==> config.mk <==
export PLATFORM = sky130hd
export DESIGN_NAME = circle_chaser
export DESIGN_NICKNAME = d
export VERILOG_FILES = /design/src/rtl/circle_seg_pkg.sv /design/src/rtl/tick_divider.sv /design/src/rtl/circle_chaser.sv
export SDC_FILE = /design/constraint.sdc
export NUM_CORES = 1
export LEC_CHECK = 0
export BUFFER_PORTS_ARGS = -buffer_cell sky130_fd_sc_hd__clkbuf_2
export CAP_MARGIN = 20
export CORE_AREA = 4 4 87 109
export CTS_CLUSTER_SIZE = 30
export DETAILED_ROUTE_END_ITERATION = 8
export DIE_AREA = 0 0 91 113
export PLACE_DENSITY_LB_ADDON = 0.05
export SLEW_MARGIN = 20
export SYNTH_ARGS = -nofsm -noshare
export SYNTH_HDL_FRONTEND = slang
export SYNTH_HIERARCHICAL = 1
export SYNTH_SLANG_ARGS = --single-unit
==> constraint.sdc <==
create_clock -name clk -period 2.6 [get_ports clk]
set_input_delay 0.52 -clock clk [delete_from_list [all_inputs] [get_ports clk]]
set_output_delay 0.52 -clock clk [all_outputs]
set_load 0.02 [all_outputs]
==> src/rtl/circle_seg_pkg.sv <==
// Segment patterns shared by the circle animation blocks.
package circle_seg_pkg;

    // Active-high segments, bit 7 = dp, bits 6:0 = g..a
    localparam logic [7:0] HIGH_CIRCLE = 8'b0_1100011;
    localparam logic [7:0] LOW_CIRCLE  = 8'b0_1011100;
    localparam logic [7:0] OFF         = 8'b0_0000000;

    // Upper-loop pattern when row is 1, lower-loop pattern otherwise
    function automatic logic [7:0] circle_pattern(input logic row);
        return row ? HIGH_CIRCLE : LOW_CIRCLE;
    endfunction

endpackage

==> src/rtl/tick_divider.sv <==
// Free-running modulo-DIV counter with a wrap strobe.
// tick is high during the cycle in which the count goes DIV-1 -> 0, so the
// consumer can act on the very edge where the wrap happens.
module tick_divider #(
    parameter int DIV = 4
) (
    input  logic clk,
    input  logic rst,
    input  logic run,
    input  logic clear,
    output logic tick
);

    localparam int            CW   = (DIV > 1) ? $clog2(DIV) : 1;
    localparam logic [CW-1:0] LAST = CW'(DIV - 1);

    logic [CW-1:0] cnt_reg;

    // clear suppresses the strobe so a cleared wrap never counts as a step
    assign tick = run && !clear && (cnt_reg == LAST);

    // Counter: clear has priority, otherwise advance while run is high
    always_ff @(posedge clk or posedge rst) begin
        if (rst) begin
            cnt_reg <= '0;
        end else if (clear) begin
            cnt_reg <= '0;
        end else if (run) begin
            cnt_reg <= (cnt_reg == LAST) ? '0 : cnt_reg + 1'b1;
        end
    end

endmodule

==> src/rtl/circle_chaser.sv <==
// Moves one circle along a closed path over a multiplexed 7-seg bank:
// upper loops left->right, then lower loops right->left, then repeat.
module circle_chaser
    import circle_seg_pkg::*;
#(
    parameter int NUM_DIGITS = 4,
    parameter int STEP_DIV   = 25_000_000,
    parameter int SCAN_DIV   = 50_000
) (
    input  logic                  clk,
    input  logic                  rst,
    input  logic                  enable,
    input  logic                  pause,
    input  logic                  dir,
    input  logic                  restart,
    output logic [7:0]            seg_display,
    output logic [NUM_DIGITS-1:0] digit_sel,
    output logic [((NUM_DIGITS > 1) ? $clog2(NUM_DIGITS) : 1)-1:0] pos_digit,
    output logic                  pos_row,
    output logic                  step_pulse
);

    localparam int            PW         = (NUM_DIGITS > 1) ? $clog2(NUM_DIGITS) : 1;
    localparam int            IW         = $clog2(2 * NUM_DIGITS);
    localparam logic [IW-1:0] LAST_IDX   = IW'(2 * NUM_DIGITS - 1);
    localparam logic [IW-1:0] NUM_IDX    = IW'(NUM_DIGITS);
    localparam logic [PW-1:0] LAST_DIGIT = PW'(NUM_DIGITS - 1);

    logic [IW-1:0]         idx_reg;
    logic [PW-1:0]         scan_digit_reg;
    logic [NUM_DIGITS-1:0] digit_onehot;
    logic                  step_tick;
    logic                  scan_tick;

    // Animation timer: runs only while displaying and not frozen;
    // restart or blanking throws away any partial step
    tick_divider #(.DIV(STEP_DIV)) u_step_div (
        .clk   (clk),
        .rst   (rst),
        .run   (enable && !pause),
        .clear (restart || !enable),
        .tick  (step_tick)
    );

    // Scan timer never stops, so the multiplex keeps cycling while paused
    tick_divider #(.DIV(SCAN_DIV)) u_scan_div (
        .clk   (clk),
        .rst   (rst),
        .run   (1'b1),
        .clear (1'b0),
        .tick  (scan_tick)
    );

    // Map path index to digit/row; the row is forced low in reset so the
    // whole output bundle reads as zero while rst is asserted
    always_comb begin
        pos_row   = 1'b0;
        pos_digit = '0;
        if (idx_reg < NUM_IDX) begin
            pos_row   = !rst;
            pos_digit = PW'(idx_reg);
        end else begin
            pos_digit = PW'(LAST_IDX - idx_reg);
        end
    end

    // Position update: restart beats a coinciding wrap, wrap moves one slot
    always_ff @(posedge clk or posedge rst) begin
        if (rst) begin
            idx_reg    <= '0;
            step_pulse <= 1'b0;
        end else begin
            step_pulse <= step_tick && !restart;
            if (restart) begin
                idx_reg <= '0;
            end else if (step_tick) begin
                if (dir) begin
                    idx_reg <= (idx_reg == '0) ? LAST_IDX : idx_reg - 1'b1;
                end else begin
                    idx_reg <= (idx_reg == LAST_IDX) ? '0 : idx_reg + 1'b1;
                end
            end
        end
    end

    // Scan slot advance, wrapping back to digit 0 after the last digit
    always_ff @(posedge clk or posedge rst) begin
        if (rst) begin
            scan_digit_reg <= '0;
        end else if (scan_tick) begin
            scan_digit_reg <= (scan_digit_reg == LAST_DIGIT) ? '0 : scan_digit_reg + 1'b1;
        end
    end

    // One-hot decode of the active scan slot
    generate
        for (genvar gi = 0; gi < NUM_DIGITS; gi++) begin : g_decode
            assign digit_onehot[gi] = (scan_digit_reg == PW'(gi));
        end
    endgenerate

    // Pin drivers: light the circle only in the slot that owns it
    always_ff @(posedge clk or posedge rst) begin
        if (rst) begin
            digit_sel   <= '0;
            seg_display <= OFF;
        end else if (!enable) begin
            digit_sel   <= '0;
            seg_display <= OFF;
        end else begin
            digit_sel   <= digit_onehot;
            seg_display <= (scan_digit_reg == pos_digit) ? circle_pattern(pos_row) : OFF;
        end
    end

endmodule

==> impl_metrics.tcl <==
set metrics [dict create \
    wirelength_mm 7.391 \
    endpoint_kind "register" \
    hp-class "primary input to asynchronous set/reset pin" \
    slew_violations 0 \
    grt_pass1_wl_mm 12.88 \
    seqPwrFrac_pct 58.5 \
    timing.final.crit_period_ns 2.185 \
    power_density_nw_per_um2 410.3 \
    die_x_um 91 \
    fin_skew_ns 0.01081 \
    leakage_nw 1.606 \
    drt_iter0_markers 132 \
    wl_per_cell_um 15.02 \
    cts_resized 0 \
    hpwl_mm 5.343 \
    path_buf_inv 1 \
    num_rows 38 \
    htree_levels 2 \
    cts_tree "yes" \
    power.total_w 0.001483 \
    r2r-start "u_step_div/cnt_reg[0]$_DFFE_PP0P_" \
    path_cells "ha_1, inv_1, nor4_4, nand2_1, nor2_1, o21ai_0, a311oi_1" \
    avgSynthCellArea_um2 9.221 \
    power_switching_w 0.0003799 \
    via_count 2684 \
    p_int_w 0.001103 \
    worst_ir_drop_vdd_mv 0.2397 \
    diodes 0 \
    die_h_um 113 \
    start_kind "register" \
    initial_core_util_pct 38.79 \
    drive_above_1_share_pct 13.52 \
    ioPinCount 22 \
    area_growth_pct 8.858 \
    largest_reg_flops 25 \
    critPathSlowestCell "dfrtp_1" \
    grt_overflow 0 \
    grt_pass1_vias 2638 \
    io_buffers 20 \
    ys.flop_type "dfrtp_1" \
    finalSetupViolCount 0 \
    period_share_pct 84.03 \
    crit_family "simple AND/OR/NAND/NOR gates" \
    ys_ff_latch 54 \
    fillers 859 \
    viasPerCell 5.455 \
    path_clk_slew_ns 0.10 \
    cp_data_required_time_ns 2.83 \
    holdBufCountCts 0 \
    regArea_um2 1351 \
    num-nets-final 407 \
    critPathMaxFanout 8 \
    power_switching_share_pct 25.62 \
    grtUsageTotal_pct 15.16 \
    syn_inst 360 \
    gp_congestion 0.7678 \
    cp-startpoint "u_step_div/cnt_reg[0]$_DFFE_PP0P_" \
    antenna_found_initial 0 \
    crit_type "register to register" \
    yosys_warnings 6 \
    grt_max_degree 26 \
    drc 0 \
    synth_cell_type_count 62 \
    synth_edf_count 0 \
    critPathMaxStageDelay_ns 0.41 \
    cap_violations 0 \
    power_frac_clock_pct 34.0 \
    r2r_end "idx_reg[0]$_DFFE_PP0P_" \
    cts_buffers 5 \
    ff2ff_path_depth 7 \
    clock_latency_ns 0.31 \
    syn_area_um2 3319 \
    r2r_slack_ns 0.42 \
    pwr-share-comb_pct 7.5 \
    tns_ns 0 \
    worstMarginPinSlew_ns 0.6415 \
    drtPass1Iterations 4 \
    crit_arrival_ns 2.41 \
    multiInputGateArea_um2 1822 \
    seq_area_frac_synth_pct 40.71 \
    ant_nets 0 \
    finalHoldViolations 0 \
    cts.sinks 54 \
    max-slew-margin-rel_pct 57.19 \
    core-area_um2 8558 \
    cts_setup_buffers 0 \
    fmax_mhz 457.7 \
    rsz0062_at_grt "false" \
    status "finished, final reports clean" \
    cts-root-buf "clkbuf_8" \
    die_area_um2 10280 \
    clockBufferDepth 2 \
    async_reset_ff_share_pct 100.0 \
]
[cell type report]
class                           instances  area share (%)
Multi-Input combinational cell        283           50.42
Clock buffer                            7           2.389
Inverter                               21           2.181
Clock inverter                          1          0.1385
Sequential cell                        54           37.40
Timing Repair Buffer                   26           4.017
Tap cell                              100           3.463
[routing by layer]
layer	global-route usage [%]	up-vias	share of wire (%)
met2	27.11	21	53
li1	-	1355	-
met5	0	-	0
met1	18.39	1300	44
met3	2.327	8	1.8
met4	5.533	0	1.3
[worst reg2reg max path, cell delays in order (launching register included)]
cell      delay (ns)
dfrtp_1         0.41
ha_1            0.28
inv_1           0.16
nor4_4          0.41
nand2_1         0.10
nor2_1          0.36
o21ai_0         0.14
a311oi_1        0.24
[cell usage in the layout (no fill, tap or decap), drive strengths merged, types with 12 or more instances in the layout]
cell and count:
inv 21, o21ai 12, nand2 39, conb 19, nand4 17, nand3 28
clkbuf 27, nor2 18, nand2b 13, a31oi 24, dfrtp 54, a21oi 16
[worst max-delay path by stage]
stage                                   endpoint  depth (start not counted)
after floorplan           idx_reg[0]$_DFFE_PP0P_                          7
after global placement    idx_reg[0]$_DFFE_PP0P_                          7
after detailed placement  idx_reg[0]$_DFFE_PP0P_                          7
after CTS                 idx_reg[0]$_DFFE_PP0P_                          7
after global routing      idx_reg[0]$_DFFE_PP0P_                          7
final                     idx_reg[0]$_DFFE_PP0P_                          7
[cells by family (layout without fill, tap and decap cells)]
group	after synthesis	after routing	synth area share, %
buffers and inverters	40	55	6.332
AND/OR/NAND/NOR	164	164	30.04
other	2	19	0.2262
XOR/XNOR	8	8	2.111
multiplexers	3	3	0.9047
adder cells (fa/ha/maj)	10	10	3.769
flip-flops	54	54	40.71
AO/OA/AOI/OAI	79	79	15.91
[power by group through the flow]
stage          clock, W  combinational, W  sequential [W]
4_1_cts        0.000533          0.000110        0.000868
2_1_floorplan         0         0.0000764        0.000883
5_1_grt        0.000555          0.000128        0.000872
3_3_place_gp          0          0.000109        0.000884
6_report       0.000504          0.000111        0.000868
3_5_place_dp          0          0.000110        0.000884
[metrics by stage]
stage | hold slack (ns) | util [%] | worst slack, ns | std cells | cell area (µm²)
global placement | 0.4806 | 41.16 | 0.5060 | 484 | 3522
detailed placement | 0.4822 | 41.16 | 0.4059 | 484 | 3522
finish | 0.2730 | 42.22 | 0.4152 | 492 | 3613
floorplan | 0.4127 | - | 0.7069 | 377 | 3383
CTS | 0.2643 | 42.22 | 0.4143 | 492 | 3613
global route | 0.3093 | 42.22 | 0.1580 | 492 | 3613
[cell usage after synthesis (all sizes together) (5+ instances only)]
| master | instances | area (µm²) |
|---|---|---|
| inv | 21 | 78.83 |
| nand3 | 28 | 140.1 |
| ha | 10 | 125.1 |
| xor2 | 5 | 43.79 |
| nand2b | 13 | 81.33 |
| a31oi | 24 | 150.1 |
| and2 | 6 | 37.54 |
| o21ai | 12 | 63.81 |
| buf | 15 | 116.4 |
| dfrtp | 54 | 1351 |
| nand2 | 39 | 146.4 |
| and3 | 10 | 62.56 |
| and4 | 5 | 43.79 |
| nor2 | 18 | 67.56 |
| nor4 | 6 | 80.07 |
| a21oi | 16 | 83.83 |
| nand4 | 17 | 157.7 |
(Power assumes the default switching activity.)
